`src/rtl/t3_match_collector.sv`:
```
// ============================================================================
// Module      : t3_match_collector
// Description : Serialises multi-lane T3 hit vectors into a result FIFO.
// Revision    : 1.0
// ============================================================================
`timescale 1ns/1ps
`default_nettype none

module t3_match_collector #(
  parameter int NCH        = 2,
  parameter int LANES      = 16,
  parameter int IDX_W      = 9,
  parameter int POS_W      = 16,
  parameter int FIFO_DEPTH = 8,
  localparam int CH_W      = (NCH > 1) ? $clog2(NCH) : 1,
  localparam int LANE_W    = (LANES > 1) ? $clog2(LANES) : 1
) (
  input  logic                       clk,
  input  logic                       rst,
  input  logic                       enable,
  input  logic                       in_valid,
  input  logic [NCH*2*LANES-1:0]     cmp_vec,
  input  logic [NCH*LANES*IDX_W-1:0] addr_a,
  input  logic [NCH*LANES*IDX_W-1:0] addr_b,
  input  logic                       clear,
  output logic                       out_valid,
  input  logic                       out_ready,
  output logic [CH_W-1:0]            out_ch,
  output logic [LANE_W-1:0]          out_lane,
  output logic                       out_port,
  output logic [IDX_W-1:0]           out_index,
  output logic [POS_W-1:0]           out_pos,
  output logic [31:0]                match_cnt,
  output logic [15:0]                drop_cnt,
  output logic                       overflow
);

  localparam int NB = NCH * 2 * LANES;
  localparam int NL = NCH * LANES;
  localparam int AW = $clog2(FIFO_DEPTH);
  localparam int EW = CH_W + LANE_W + 1 + IDX_W + POS_W;

  typedef enum logic [0:0] {IDLE = 1'b0, SCAN = 1'b1} state_t;

  state_t              state;
  logic [NB-1:0]       snap_vec;
  logic [NL*IDX_W-1:0] snap_a;
  logic [NL*IDX_W-1:0] snap_b;
  logic [POS_W-1:0]    snap_pos;
  logic [POS_W-1:0]    pos_cnt;

  logic [EW-1:0]       mem [FIFO_DEPTH];
  logic [AW:0]         wr_ptr;
  logic [AW:0]         rd_ptr;
  logic [EW-1:0]       last_q;

  // Lowest set bit of the snapshot; loop runs high-to-low so the lowest wins.
  logic [NB-1:0]       sel_mask;
  logic [CH_W-1:0]     sel_ch;
  logic [LANE_W-1:0]   sel_lane;
  logic                sel_port;
  logic [IDX_W-1:0]    sel_idx;

  always_comb begin
    sel_mask = '0;
    sel_ch   = '0;
    sel_lane = '0;
    sel_port = 1'b0;
    sel_idx  = '0;
    for (int k = NB - 1; k >= 0; k--) begin
      if (snap_vec[k]) begin
        sel_mask    = '0;
        sel_mask[k] = 1'b1;
        sel_ch      = CH_W'(k / (2 * LANES));
        sel_lane    = LANE_W'((k / 2) % LANES);
        sel_port    = (k % 2) == 1;
        sel_idx     = ((k % 2) == 1) ? snap_b[(k/2)*IDX_W +: IDX_W]
                                     : snap_a[(k/2)*IDX_W +: IDX_W];
      end
    end
  end

  logic [AW:0]   fifo_cnt;
  logic          fifo_full;
  logic          fifo_empty;
  logic          push;
  logic          pop;
  logic [NB-1:0] rest;
  logic          last;
  logic          take;
  logic          hit;
  logic          load;
  logic          drop;
  logic [EW-1:0] push_ent;
  logic [EW-1:0] head;
  logic [EW-1:0] out_data;

  assign fifo_cnt   = wr_ptr - rd_ptr;
  assign fifo_full  = (fifo_cnt == (AW+1)'(FIFO_DEPTH));
  assign fifo_empty = (wr_ptr == rd_ptr);
  assign push       = (state == SCAN) && !fifo_full;
  assign pop        = !fifo_empty && out_ready;
  assign rest       = snap_vec & ~sel_mask;
  assign last       = (rest == '0);
  assign take       = enable && in_valid;
  assign hit        = take && (cmp_vec != '0);
  // Reloading on the last-bit push keeps consecutive beats bubble-free.
  assign load       = hit && ((state == IDLE) || (push && last));
  assign drop       = hit && (state == SCAN) && !(push && last);
  assign push_ent   = {sel_ch, sel_lane, sel_port, sel_idx, snap_pos};
  assign head       = mem[rd_ptr[AW-1:0]];
  assign out_data   = fifo_empty ? last_q : head;
  assign out_valid  = !fifo_empty;
  assign {out_ch, out_lane, out_port, out_index, out_pos} = out_data;

  always_ff @(posedge clk or negedge rst) begin
    if (!rst) begin
      state    <= IDLE;
      snap_vec <= '0;
      snap_a   <= '0;
      snap_b   <= '0;
      snap_pos <= '0;
      pos_cnt  <= '0;
    end else begin
      if (take) begin
        pos_cnt <= pos_cnt + 1'b1;
      end
      if (load) begin
        snap_vec <= cmp_vec;
        snap_a   <= addr_a;
        snap_b   <= addr_b;
        snap_pos <= pos_cnt;
        state    <= SCAN;
      end else if (push) begin
        snap_vec <= rest;
        if (last) begin
          state <= IDLE;
        end
      end
    end
  end

  always_ff @(posedge clk) begin
    if (push) begin
      mem[wr_ptr[AW-1:0]] <= push_ent;
    end
  end

  always_ff @(posedge clk or negedge rst) begin
    if (!rst) begin
      wr_ptr <= '0;
      rd_ptr <= '0;
      last_q <= '0;
    end else begin
      if (push) begin
        wr_ptr <= wr_ptr + 1'b1;
      end
      if (pop) begin
        rd_ptr <= rd_ptr + 1'b1;
        last_q <= head;
      end
    end
  end

  always_ff @(posedge clk or negedge rst) begin
    if (!rst) begin
      match_cnt <= '0;
      drop_cnt  <= '0;
      overflow  <= 1'b0;
    end else if (clear) begin
      match_cnt <= '0;
      drop_cnt  <= '0;
      overflow  <= 1'b0;
    end else begin
      if (push) begin
        match_cnt <= match_cnt + 1'b1;
      end
      if (drop) begin
        overflow <= 1'b1;
        if (drop_cnt != 16'hFFFF) begin
          drop_cnt <= drop_cnt + 1'b1;
        end
      end
    end
  end

endmodule

`default_nettype wire

```
`config.mk`:
```
export PLATFORM = sky130hd
export DESIGN_NAME = t3_match_collector
export DESIGN_NICKNAME = d
export VERILOG_FILES = /design/src/rtl/t3_match_collector.sv
export SDC_FILE = /design/constraint.sdc
export NUM_CORES = 2
export LEC_CHECK = 0
export BUFFER_PORTS_ARGS = -buffer_cell sky130_fd_sc_hd__buf_2
export CAP_MARGIN = 10
export CORE_AREA = 2 2 286 288
export CTS_CLUSTER_SIZE = 10
export DETAILED_ROUTE_END_ITERATION = 8
export DIE_AREA = 0 0 288 290
export PLACE_DENSITY_LB_ADDON = 0.25
export SYNTH_ARGS = -nofsm -noshare
export SYNTH_HDL_FRONTEND = slang
export SYNTH_SLANG_ARGS = --single-unit
```
`constraint.sdc`:
```
create_clock -name clk -period 12.6 [get_ports clk]
set_clock_uncertainty 0.1 [all_clocks]
set_input_delay 2.52 -clock clk [delete_from_list [all_inputs] [get_ports clk]]
set_output_delay 2.52 -clock clk [all_outputs]
set_load 0.03 [all_outputs]
```
==> results.toml <==
[global_route]
grt_pass1_wl_um = 225400
grt_pass1_vias = 35088
grt_max_degree = 163
grt_antenna_before_repair = 73
grt-ovfl-total = 0
grt.total_usage_pct = 36.29

[yosys]
avgSynthCellArea_um2 = 12.70
syn_area_um2 = 46510
synthDistinctLibCells = 75
synth_edf_count = 248
yosys_warnings = 0
ys_seq_area_share_pct = 56.95
netlist_instances = 3663
synthFlopType = "dfrtp_1"
ys_ff_latch = 1009
async_flop_share_pct = 75.42
synthesis.nets = 4317

[power_and_ir_drop]
power.leakage_uw = 0.02567
power.density_nw_per_um2 = 163.5
peakVddDrop_v = 0.0001596

[clock_tree]
post_cts_buffers = 0
cts_hold_buf = 0
clk_latency_ns = 0.71
clk_pin_slew_worst_paths_ns = 0.06
cts_resized = 0
cts_root_buffer = "clkbuf_16"
cts_inserted_buffers = 113
htreeDepth = 3
clk_path_buf_depth = 3
cts_tree = "built"
clkSinkCount = 1009

[worst_setup_path]
required_ns = 13.05
crit_path_end_kind = "flop"
arrival_ns = 8.67
start_kind = "flop"
critPathKind = "flop to flop"
cp_max_fo = 88

[sta]
finalSetupTns_ns = 0
setup_violations = 0
maxSlewHeadroom_pct = 17.50
worst_slew_pin_slew_ns = 1.206
post-route-min-period_ns = 8.220
drv_slew = 0
rsz0062_at_grt = "false"
finalHoldViolCount = 0
period_share_pct = 65.24
max_freq_ghz = 0.1217
timing.hold.ws_ns = 0.3808

[drt]
drc = 0
first_iter_violations = 3766
drt.antenna.violating_nets = 0
drt_pass1_iterations = 8
vias_per_cell = 6.450
via_count = 35255
wire_per_inst_um = 27.98
routed_wl_um = 153000

[die]
die_w_um = 288
start_util_pct = 58.03
rows = 104
ios = 727
die_h_um = 290
dieArea_um2 = 83520
coreArea_um2 = 80160

[finish]
regArea_um2 = 26500
fin_nets = 4951
area_growth_pct = 15.74
drive_gt1_share_pct = 24.35
final_cell_area_um2 = 53830
postLayoutCoreUtil_pct = 67.16
multiInputGateArea_um2 = 18370
n_fill_cell = 6074

[flow_run]
cap_viol_max_count = 0

[place]
gp_congestion = 0.9862
dp.final_hpwl_um = 111900
port_buffers = 726
post_dp_cell_area_um2 = 50440

[run_status]
run_status = "complete, no violations"

[min_path]
hp-class = "flop to flop"
## per-stage QoR
| stage | std cells | power, uW | worst slack [ns] |
|---|---|---|---|
| floorplan | 3663 | 5102 | 6.271 |
| global placement | 5242 | 5817 | 4.730 |
| detailed placement | 5242 | 5864 | 4.575 |
| CTS | 5413 | 8847 | 4.588 |
| global route | 5455 | 9122 | 4.016 |
| finish | 5466 | 8800 | 4.380 |
## worst paths after layout
path	start	to	slack (ns)	cells after the start
hold reg to reg	snap_a[244]$_DFFE_PN0P_	snap_a[244]$_DFFE_PN0P_	0.38	1
min in group asynchronous	rst	match_cnt[28]$_DFFE_PN0P_	1.70	1
hold / removal	snap_a[244]$_DFFE_PN0P_	snap_a[244]$_DFFE_PN0P_	0.38	1
setup / recovery	snap_vec[7]$_DFFE_PN0P_	snap_b[114]$_DFFE_PN0P_	4.38	13
max in group asynchronous	rst	snap_b[115]$_DFFE_PN0P_	8.34	3
setup reg to reg	snap_vec[7]$_DFFE_PN0P_	snap_b[114]$_DFFE_PN0P_	4.38	13
## logic make-up after synthesis
logic type                 synth area share [%]
DFF                                       56.95
and+or+nand+nor                           9.074
AOI/OAI and AO/OA                         10.98
muxes                                     18.13
buffers and inverters                     3.691
xor gates and xnor gates                 0.9415
adders and majority gates                0.2367
## cells in the final DEF, fill, tap and decap left out, drive strengths merged, types with 13 or more instances in the layout
cell and n:
o22ai 93, o211ai 14, nor3 66, o21ai 150, and3 14, nand2 205, or2 26, inv 60
a22oi 22, diode 53, a21oi 147, o21a 19, or3 25, or4 15, xnor2 28, mux4 62
dfrtp 761, nand3 70, nor2 235, a211oi 13, xor2 22, nor2b 48, edfxtp 248, o2111ai 27
nand4 34, nor4 53, o221ai 15, buf 770, clkbuf 161, nand2b 34, mux2i 38, mux2 591
a221oi 87, a221o 54, o31ai 32
## where the power goes
| part | internal [uW] | switching (uW) |
|---|---|---|
| clock network | 1680 | 1310 |
| logic | 659 | 1220 |
| registers | 3740 | 199 |
## Yosys cell counts, types with 7 or more instances
cell type    n  area (um^2)
or3_1       25        156.4
a221oi_1    87        762.0
nand2_1    205        769.5
o31ai_1     32        240.2
ha_1         8        100.1
dfrtp_1    761        19040
nor3_1      66        330.3
xnor2_1     28        245.2
o41ai_1      8        70.07
o2111ai_1   27        236.5
o221ai_1    15        131.4
a211oi_1    13        97.59
inv_1       57        214.0
mux2_1     552         6216
buf_1       20        75.07
a22oi_1     22        165.2
o21a_1      19        142.6
mux4_2      62         1396
nand2b_1    34        212.7
nor2b_1     48        300.3
nor4_1      45        281.5
o21ai_0    150        750.7
nand3_1     68        340.3
mux2i_1     38        380.4
edfxtp_1   248         7447
and3_1      14        87.58
a31oi_1     12        75.07
or4_1       14        105.1
buf_6       64        720.7
nor2_1     235        882.1
o211ai_1    14        105.1
clkbuf_1   156        585.6
xor2_1      22        192.7
or2_2       26        162.7
a21oi_1    147        735.7
nand4_1     34        212.7
o22ai_1     93        581.8
nor3b_1      7        52.55
a221o_1     54        540.5
mux2_2      39        439.2
## critical path: stages, from the launching register on
cell and delay, ns:
dfrtp_1 0.65, nor4_1 0.80, nand4_1 0.74, or4_1 0.82
o21ai_0 0.19, nand4_1 0.12, a2111o_1 0.44, nor4_4 0.35
buf_4 0.33, o21a_4 0.52, buf_4 0.76, buf_4 0.72
buf_4 0.97, mux2_1 0.40
## final cells by class
cell class / count / area share [%]
repair buffers: 770 / 7.475
diodes: 53 / 0.2464
clock inverters: 10 / 0.3602
inverters: 58 / 0.4044
multi-input cells: 2345 / 34.13
well taps: 1060 / 2.464
flip-flops and latches: 1009 / 49.22
clock buffers: 161 / 5.699
## flip-flops by register name, summed over array words and instances (netlist names)
register,flops
drop_cnt,16
wr_ptr,4
state,1
snap_a,288
snap_b,288
pos_cnt,16
mem,248
snap_pos,16
snap_vec,64
overflow,1
last_q,31
match_cnt,32
rd_ptr,4
## per-layer routing
layer  routed length, um  GRT usage [%]  part of all wire, %  up-vias
li1                    -              -                    -    15105
met4                8296          17.93                  5.4       42
met3               13640          8.042                  8.9      430
met2               72810          57.62                   48     1881
met1               57930          47.25                   38    17797
met5                 276              0                 0.18        -
Note: power is estimated with default switching activity, not from simulation.
